### src/rtl/sequence_datapath.sv
// rtl/sequence_datapath.sv - seed/LFSR colour sequence store, speed-scaled pulse timer, LED drive and move check
module sequence_datapath #(
  parameter int          BASE_TICKS   = 25_000_000,
  parameter int          STEP_TICKS   = 2_500_000,
  parameter int          MIN_TICKS    = 5_000_000,
  parameter logic [15:0] LFSR_DEFAULT = 16'hACE1
) (
  input  logic       clk,
  input  logic       reset,
  input  logic       rst_seedgen,
  input  logic       start,
  input  logic       load_colour,
  input  logic       load_speed,
  input  logic       flash_clk,
  input  logic [5:0] current_round,
  input  logic [5:0] check_round,
  input  logic [2:0] speed,
  input  logic [3:0] player_input,
  output logic       pulse,
  output logic       result,
  output logic [3:0] leds,
  output logic [1:0] colour_dbg
);

  localparam logic [31:0] BASE = 32'(BASE_TICKS);
  localparam logic [31:0] STEP = 32'(STEP_TICKS);
  localparam logic [31:0] MINP = 32'(MIN_TICKS);

  logic [15:0] seed_cnt;
  logic [15:0] lfsr;
  logic [1:0]  seq [32];
  logic [2:0]  speed_reg;
  logic [31:0] tick_cnt;
  logic [31:0] speed_step;
  logic [31:0] period;
  logic [5:0]  rd_diff;
  logic [4:0]  rd_idx;
  logic        colour_en;
  logic        restart;
  logic        tick_last;
  logic        lfsr_fb;

  // A start in the same cycle wins; a full store (round 32) drops the request entirely.
  assign colour_en  = load_colour && !start && !current_round[5];
  assign restart    = load_speed || colour_en;
  assign lfsr_fb    = lfsr[15] ^ lfsr[13] ^ lfsr[12] ^ lfsr[10];
  assign rd_diff    = current_round - check_round;
  assign rd_idx     = rd_diff[4:0];
  assign colour_dbg = seq[rd_idx];

  // Compare before subtracting so the period never underflows below the floor.
  assign speed_step = {29'b0, speed_reg} * STEP;
  assign period     = (speed_step >= BASE - MINP) ? MINP : BASE - speed_step;
  assign tick_last  = (tick_cnt == period - 32'd1);

  always_ff @(posedge clk) begin
    if (reset || rst_seedgen) seed_cnt <= 16'd0;
    else                      seed_cnt <= seed_cnt + 16'd1;
  end

  always_ff @(posedge clk) begin
    if (reset)          lfsr <= LFSR_DEFAULT;
    else if (start)     lfsr <= (seed_cnt == 16'd0) ? LFSR_DEFAULT : seed_cnt;
    else if (colour_en) lfsr <= {lfsr[14:0], lfsr_fb};
  end

  always_ff @(posedge clk) begin
    if (reset) begin
      for (int i = 0; i < 32; i++) seq[i] <= 2'd0;
    end else if (colour_en) begin
      seq[current_round[4:0]] <= lfsr[1:0];
    end
  end

  always_ff @(posedge clk) begin
    if (reset)           speed_reg <= 3'd0;
    else if (load_speed) speed_reg <= speed;
  end

  always_ff @(posedge clk) begin
    if (reset || restart) begin
      tick_cnt <= 32'd0;
      pulse    <= 1'b0;
    end else if (tick_last) begin
      tick_cnt <= 32'd0;
      pulse    <= 1'b1;
    end else begin
      tick_cnt <= tick_cnt + 32'd1;
      pulse    <= 1'b0;
    end
  end

  always_ff @(posedge clk) begin
    if (reset) begin
      leds   <= 4'b0000;
      result <= 1'b0;
    end else begin
      leds   <= flash_clk ? (4'b0001 << colour_dbg) : 4'b0000;
      result <= (player_input == (4'b0001 << colour_dbg));
    end
  end

endmodule
### config.mk
export PLATFORM = sky130hd
export DESIGN_NAME = sequence_datapath
export DESIGN_NICKNAME = d
export VERILOG_FILES = /design/src/rtl/sequence_datapath.sv
export SDC_FILE = /design/constraint.sdc
export NUM_CORES = 1
export LEC_CHECK = 0
export ABC_AREA = 1
export BUFFER_PORTS_ARGS = -buffer_cell sky130_fd_sc_hd__buf_4
export CAP_MARGIN = 15
export CORE_MARGIN = 5
export CORE_UTILIZATION = 60
export CTS_CLUSTER_SIZE = 40
export DETAILED_ROUTE_END_ITERATION = 8
export GPL_ROUTABILITY_DRIVEN = 0
export HOLD_SLACK_MARGIN = 0.08
export PLACE_DENSITY_LB_ADDON = 0.15
export SLEW_MARGIN = 0
export SYNTH_ARGS = -nofsm -noshare
export SYNTH_HDL_FRONTEND = slang
export SYNTH_SLANG_ARGS = --single-unit
### constraint.sdc
create_clock -name clk -period 6.2 [get_ports clk]
set_input_delay 0.62 -clock clk [delete_from_list [all_inputs] [get_ports clk]]
set_output_delay 0.62 -clock clk [all_outputs]
set_load 0.03 [all_outputs]
* Word-level counts from Yosys, hierarchy flattened
Memory sizes are Yosys's and may differ from the RTL's.
Cells that the tools add are included.
Widths: inputs -> output; s select.
** Word-level totals
- Bits in registers :: 73
- RAM bits :: 64
- Input bits :: 26
- Output and inout bits :: 8
- Word-level logic and storage cells :: 47
- Memories kept :: 1
** Memory list
- seq :: depth 32, bits a word 2, rd ports 1, clocked after memory_dff 0, write ports 32, RTL line 31 : logic [1:0] seq [32];
** Cells by class
- Add/sub/neg operators :: 5
- Multipliers :: 1
- Magnitude comparators :: 1
- Equality and inequality tests :: 2
- Shifts and indexed selects :: 1
- Multiplexer cells :: 13
- Bitwise logic cells :: 4
- Reduce and logical (&&, ||, !) cells :: 12
** Operators by type and width (count)
- $mux 16 :: 3
- $add 32x1->32 const B :: 1
- $eq 32x32->1 :: 1
- $mux 32 :: 1
- $sub 32x1->32 const B :: 1
- $sub 25x25->26 const A :: 1
- $ge 25x25->1 const B :: 1
- $mul 3x17->20 const B :: 1
- $add 16x1->16 const B :: 1
- $logic_not 16->1 :: 1
- $mux 1 :: 7
- $reduce_or 2->1 :: 3
- $mux 5 :: 1
- $sub 5x5->5 :: 1
- $eq 4x4->1 :: 1
- $shl 1x2->4 const A :: 1
- $logic_or 1x1->1 :: 3
- $xor 1x1->1 :: 3
- $logic_and 1x1->1 :: 2
- $logic_not 1->1 :: 2
- $mux 2 :: 1
- $reduce_bool 2->1 :: 1
- $not 1->1 :: 1

* Depth between registers and ports, before layout
- Word-level depth :: 8
- Mapped depth :: 31
- Depth with buffers taken out :: 30

* Least setup slack after synthesis
OpenSTA, ideal clock, no wires.
- Path kind :: register -> register
- Start :: register speed_reg[1]
- End :: register tick_cnt[3]
- Setup time :: 0.116 ns
- Arrival time :: 3.883 ns
- Required time :: 6.084 ns
- Setup slack :: 2.201 ns
- Stages on the path, launching flop included :: 30
- Period minus slack after synthesis :: 3.999 ns
- Cell sequence :: dfxtp_1 > inv_1 > ha_1 > ha_1 > inv_1 > fa_1 > inv_1 > nand4_2 > nand2_2 > nand3_1 > nand2_1 > nand2_1 > nor2_1 > nor2_1 > nor2_4 > buf_6 > nand4_2 > nor2_4 > nand2_2 > nor2_2 > nand2_1 > nand2_1 > nand2_1 > nor2_1 > nand2_1 > nor2_1 > nand3_2 > nand2_4 > buf_8 > nor2_1
** Between the ends
- Longest elaborated chain between the ends :: 6
- Elaborated cells on any way between the ends :: 7
- Classes of those cells :: add/sub: 2; mul: 1; order compare: 1; eq/ne: 1; mux: 1; reduce/logical: 1
** Ends and longest elaborated chain
- from (decl) :: RTL line 32 : logic [2:0] speed_reg;
- from (signal assigned) :: RTL line 77 : else if (load_speed) speed_reg <= speed;
- $mul 3x17->20 * :: RTL line 52 : assign speed_step = {29'b0, speed_reg} * STEP;
- $sub 25x25->26 or $ge 25x25->1 (tied branches) :: RTL line 53 : assign period = (speed_step >= BASE - MINP) ? MINP : BASE - speed_step;
- $mux 32 * :: RTL line 53
- $sub 32x1->32 * :: RTL line 54 : assign tick_last = (tick_cnt == period - 32'd1);
- $eq 32x32->1 * :: RTL line 54
- $reduce_or 2->1 (no line) *
- to (signal assigned) :: RTL line 88 : tick_cnt <= tick_cnt + 32'd1;
- to (decl) :: RTL line 33 : logic [31:0] tick_cnt;
Mark *: on every way between the ends. The rest lies on a longest branch, timed or not.
A chain may end at the register's enable or synchronous reset.

* Worst setup path after layout
- Start :: register speed_reg[1]
- End :: register tick_cnt[11]
Same word-level chain as after synthesis.

==> results.txt <==
The flow ran to the end, and the final reports show no timing, DRC or antenna violations. The die covers 16900 µm². Of the cells placed in the final design, the portion with a size suffix greater than 1 is 8.36%. After global routing the overflow that remains totals 0.

The number of global-route vias before repair was 7187. The tools report the multi-input logic area as 4480 µm². Among all stages on the critical path, the largest delay is contributed by sky130_fd_sc_hd__dfxtp_1.

For the number of diodes added for antenna fixing, the log shows 0. The logs give 0 for the count of pins over their slew limit and 1448 for the count of placed standard cells in the final layout, fillers left out. Detailed placement ended at an HPWL of 14000 µm. Across the run, the number of max-cap violations was 0.

Across the whole layout, storage elements account for 3380 µm². For this run, design rule violations remaining after detail routing come to 0. The mapped netlist covers 8640 µm². Worst hold endpoint: result. For the pin with the worst max-slew slack, the measured transition is 1.17 ns.

The family of cells with the greatest summed delay on the critical path was simple AND/OR/NAND/NOR gates. The first detailed-routing pass took 5 iterations. In this run the power density over the cells is 264 nW/µm².

IR analysis of the VDD net gives a maximum drop of 0.000185 V. The number of flops mapped to enable cells by yosys came out at 64. The clock reaches the later pin of the worst-skew pair after 0.42 ns. The startpoint identified for the worst register-to-register timing path is speed_reg[1].

The number of vias per cell after detailed routing came out at 5.38. The critical path is of the flop to flop type. The largest registers in the layout are seq (64), tick_cnt (32). Counting instances, the worst hold path has a depth of 2. Met3 layer usage reported by global route: 4.50%.

Global routing used 24.2% of the available tracks. The tools report the hold path startpoint as player_input[1]. The quantity of gates resized following cts came out at 0.

The global routing stage identified its most utilized layer as met2. The final worst-path cycle share is 84.4%, and the share of total power consumed by net switching is 29.1%. The max-slew headroom at the worst pin is 21.7%, and the height of the die is 130 µm.

The total placed cells including tap cells was 1414. 34 I/O pins were placed. Global-route wire length before repair: 32800 µm. TritonCTS built the clock tree.

Once detail routing completed, the nets flagged for antenna violations numbered 0. The critical path crosses 27 cells after its start point. The count of cell types in the netlist was 45.

The register with the highest flop count is seq. Summing the sequential cell areas from Yosys gives 39.1% of the chip area. For the maximum clock rate, the log shows 191 MHz. In this design, the stage delay of the slowest critical-path cell is 0.68 ns. The internal power of the cells totals 1.80 mW. The path category of the worst min-delay check is input pin to flop. The horizontal extent of the die is 130 µm, and the met2 usage in global routing is 41.5%.

The tools report the root buffer selected by CTS as sky130_fd_sc_hd__clkbuf_16. At the worst endpoint, the required time is 6.50 ns. Of the post-synthesis cell area, the dominant cell type holds 22.2%. The initial utilization of the core area, before any placement, comes to 61.8%. The run gives 14000 µm² as the core region area.

The run gives 137 as the number of clock sinks seen by CTS. The most frequent cell after synthesis is sky130_fd_sc_hd__nand2_1. Setup repair after global routing left no endpoint under its margin. Maximum buffer depth of the clock tree: 2. Total power for the finished layout comes to 2.55 mW. The primary flip-flop cell chosen by synthesis mapping is sky130_fd_sc_hd__dfxtp_1.

Clock-pin slew was measured on the worst setup and hold paths at 0.06 ns. The logs give 0 for the hold-fix buffer count after cts and 1279 for the net count of the mapped netlist. After synthesis, the cell types taking the most area are sky130_fd_sc_hd__edfxtp_1 22%, sky130_fd_sc_hd__dfxtp_1 17%, sky130_fd_sc_hd__nand2_1 13%. The critical path contains buffers and inverters numbering 3 combined.

The highest net fanout along the worst path works out to 32. The finished cells cover 9650 µm². The count of nets after finishing came out at 1304. The run gives 19600 µm as the wire length after detailed routing. The number of antenna violations at the first check in global routing is 0, and the post-place instance area is 8980 µm². The mean instance size in the synthesized netlist came out at 7.03 µm². The tools report the power share of the combinational group as 18.5%. Count of endpoints failing hold in the final timing report: 0. Of all cell types, the one taking the most synthesized area is sky130_fd_sc_hd__edfxtp_1. In this run the post-CTS setup repair buffer count came out at 0. Row generation in the floorplan step produced 43 rows. The filler cells instantiated in the layout total 1233. The number of synthesized register bits was 137; the routed via count was 7790.

Registers are responsible for 38.7% of the overall power. Summed over all cells, the static leakage comes to 4.20 nW. The smallest clock period supported by the final layout is computed as 5.23 ns. Final-layout setup total negative slack: 0 ns. Counting flops with an async set or reset pin after synthesis yields a share of 0%. During synthesis, Yosys emitted a total of 0 warnings.

The worst reg-to-reg setup slack is 0.97 ns. The tools report the number of DRC violations after detailed-routing iteration 0 as 564. The H-tree was split into 4 levels. During placement, the flow inserted port buffers numbering 32.

At the end of the flow the core is filled with cells to 69.0%. The startpoint type of the worst setup path is a flop. Data on the critical path arrives at its endpoint at 5.53 ns. Sorting the synthesized cells by how often they occur yields 289 x sky130_fd_sc_hd__nand2_1, 225 x sky130_fd_sc_hd__nor2_1, 162 x sky130_fd_sc_hd__inv_1. Setup violations remaining at the end of the flow were counted as 0.

STA classifies the critical path endpoint as a flop. The run gives 54 as the largest net degree at the start of global routing. In this run the power spent charging and discharging nets is 0.742 mW.

The tools report the worst-case clock skew as 0.0105 ns. In the final routed layout, each cell accounts on average for 13.5 µm. TritonCTS created 17 clock buffers. The area added between synthesis and finish came out at 11.7%. Synthesis produced a netlist whose cell count is 1230. The worst register-to-register path has a depth of 27.

The register with the most flip-flops in the layout has 64 of them. For this run, global-route usage on met1 was measured as 30.4%. The endpoint identified for the worst register-to-register timing path is tick_cnt[11]. The share of total power dissipated in the clock network is 42.8%.
==> logic make-up after synthesis <==
group	Yosys count	share of synthesized area (%)
xor gates and xnor gates	46	4.66
and+or+nand+nor	706	35.3
adders and majority gates	23	3.50
buffers and inverters	199	9.09
DFF	137	39.1
AOI/OAI and AO/OA	119	8.31
==> power groups by stage <==
stage	combinational, mW	sequential, mW	clock, mW
after floorplan	0.340	1.01	0
after global placement	0.460	1.00	0
after detailed placement	0.466	1.01	0
after CTS	0.469	0.986	1.10
after global routing	0.531	0.989	1.14
final	0.472	0.986	1.09
==> layout by cell type (no fill, tap or decap), types with 5 or more instances in the layout <==
| master | Yosys | final |
|---|---|---|
| sky130_fd_sc_hd__a21oi_1 | 26 | 26 |
| sky130_fd_sc_hd__buf_4 | 1 | 35 |
| sky130_fd_sc_hd__clkbuf_16 | 0 | 18 |
| sky130_fd_sc_hd__dfxtp_1 | 73 | 73 |
| sky130_fd_sc_hd__edfxtp_1 | 64 | 64 |
| sky130_fd_sc_hd__ha_1 | 21 | 21 |
| sky130_fd_sc_hd__inv_1 | 162 | 162 |
| sky130_fd_sc_hd__inv_2 | 5 | 5 |
| sky130_fd_sc_hd__nand2_1 | 289 | 289 |
| sky130_fd_sc_hd__nand3_1 | 98 | 98 |
| sky130_fd_sc_hd__nand3_2 | 5 | 5 |
| sky130_fd_sc_hd__nand4_1 | 29 | 29 |
| sky130_fd_sc_hd__nor2_1 | 225 | 225 |
| sky130_fd_sc_hd__nor2_2 | 12 | 12 |
| sky130_fd_sc_hd__nor3_1 | 26 | 26 |
| sky130_fd_sc_hd__o21ai_0 | 52 | 52 |
| sky130_fd_sc_hd__o32ai_1 | 16 | 16 |
| sky130_fd_sc_hd__xnor2_1 | 10 | 10 |
| sky130_fd_sc_hd__xor2_1 | 36 | 36 |
==> worst max path at each step <==
| stage | from | endpoint |
|---|---|---|
| after floorplan | speed_reg[1] | tick_cnt[3] |
| after CTS | speed_reg[1] | tick_cnt[25] |
| after global placement | speed_reg[1] | tick_cnt[11] |
| after global routing | speed_reg[1] | tick_cnt[18] |
| after detailed placement | speed_reg[1] | tick_cnt[11] |
| final | speed_reg[1] | tick_cnt[11] |
==> stage by stage <==
| stage | hold WS, ns | setup WS, ns |
|---|---|---|
| after floorplan | 0.417 | 2.20 |
| after global placement | 0.429 | 1.09 |
| final | 0.395 | 0.968 |
| after detailed placement | 0.434 | 0.981 |
| after global routing | 0.383 | 0.482 |
| after CTS | 0.384 | 0.978 |
==> routing by layer <==
| metal | vias to the layer above | wire length [µm] |
|---|---|---|
| met5 | - | 0 |
| met3 | 38 | 896 |
| met1 | 3522 | 8600 |
| li1 | 4051 | - |
| met4 | 0 | 468 |
| met2 | 179 | 9640 |
==> cell type report <==
class / instances / area share [%]
sequential: 137 / 35.0
clock buffer: 19 / 4.81
timing repair buffer: 37 / 3.08
inverter: 168 / 6.53
clock inverter: 13 / 1.83
tap: 180 / 2.33
multi-input combinational: 894 / 46.4
Note: power is estimated with default switching activity, not from simulation.
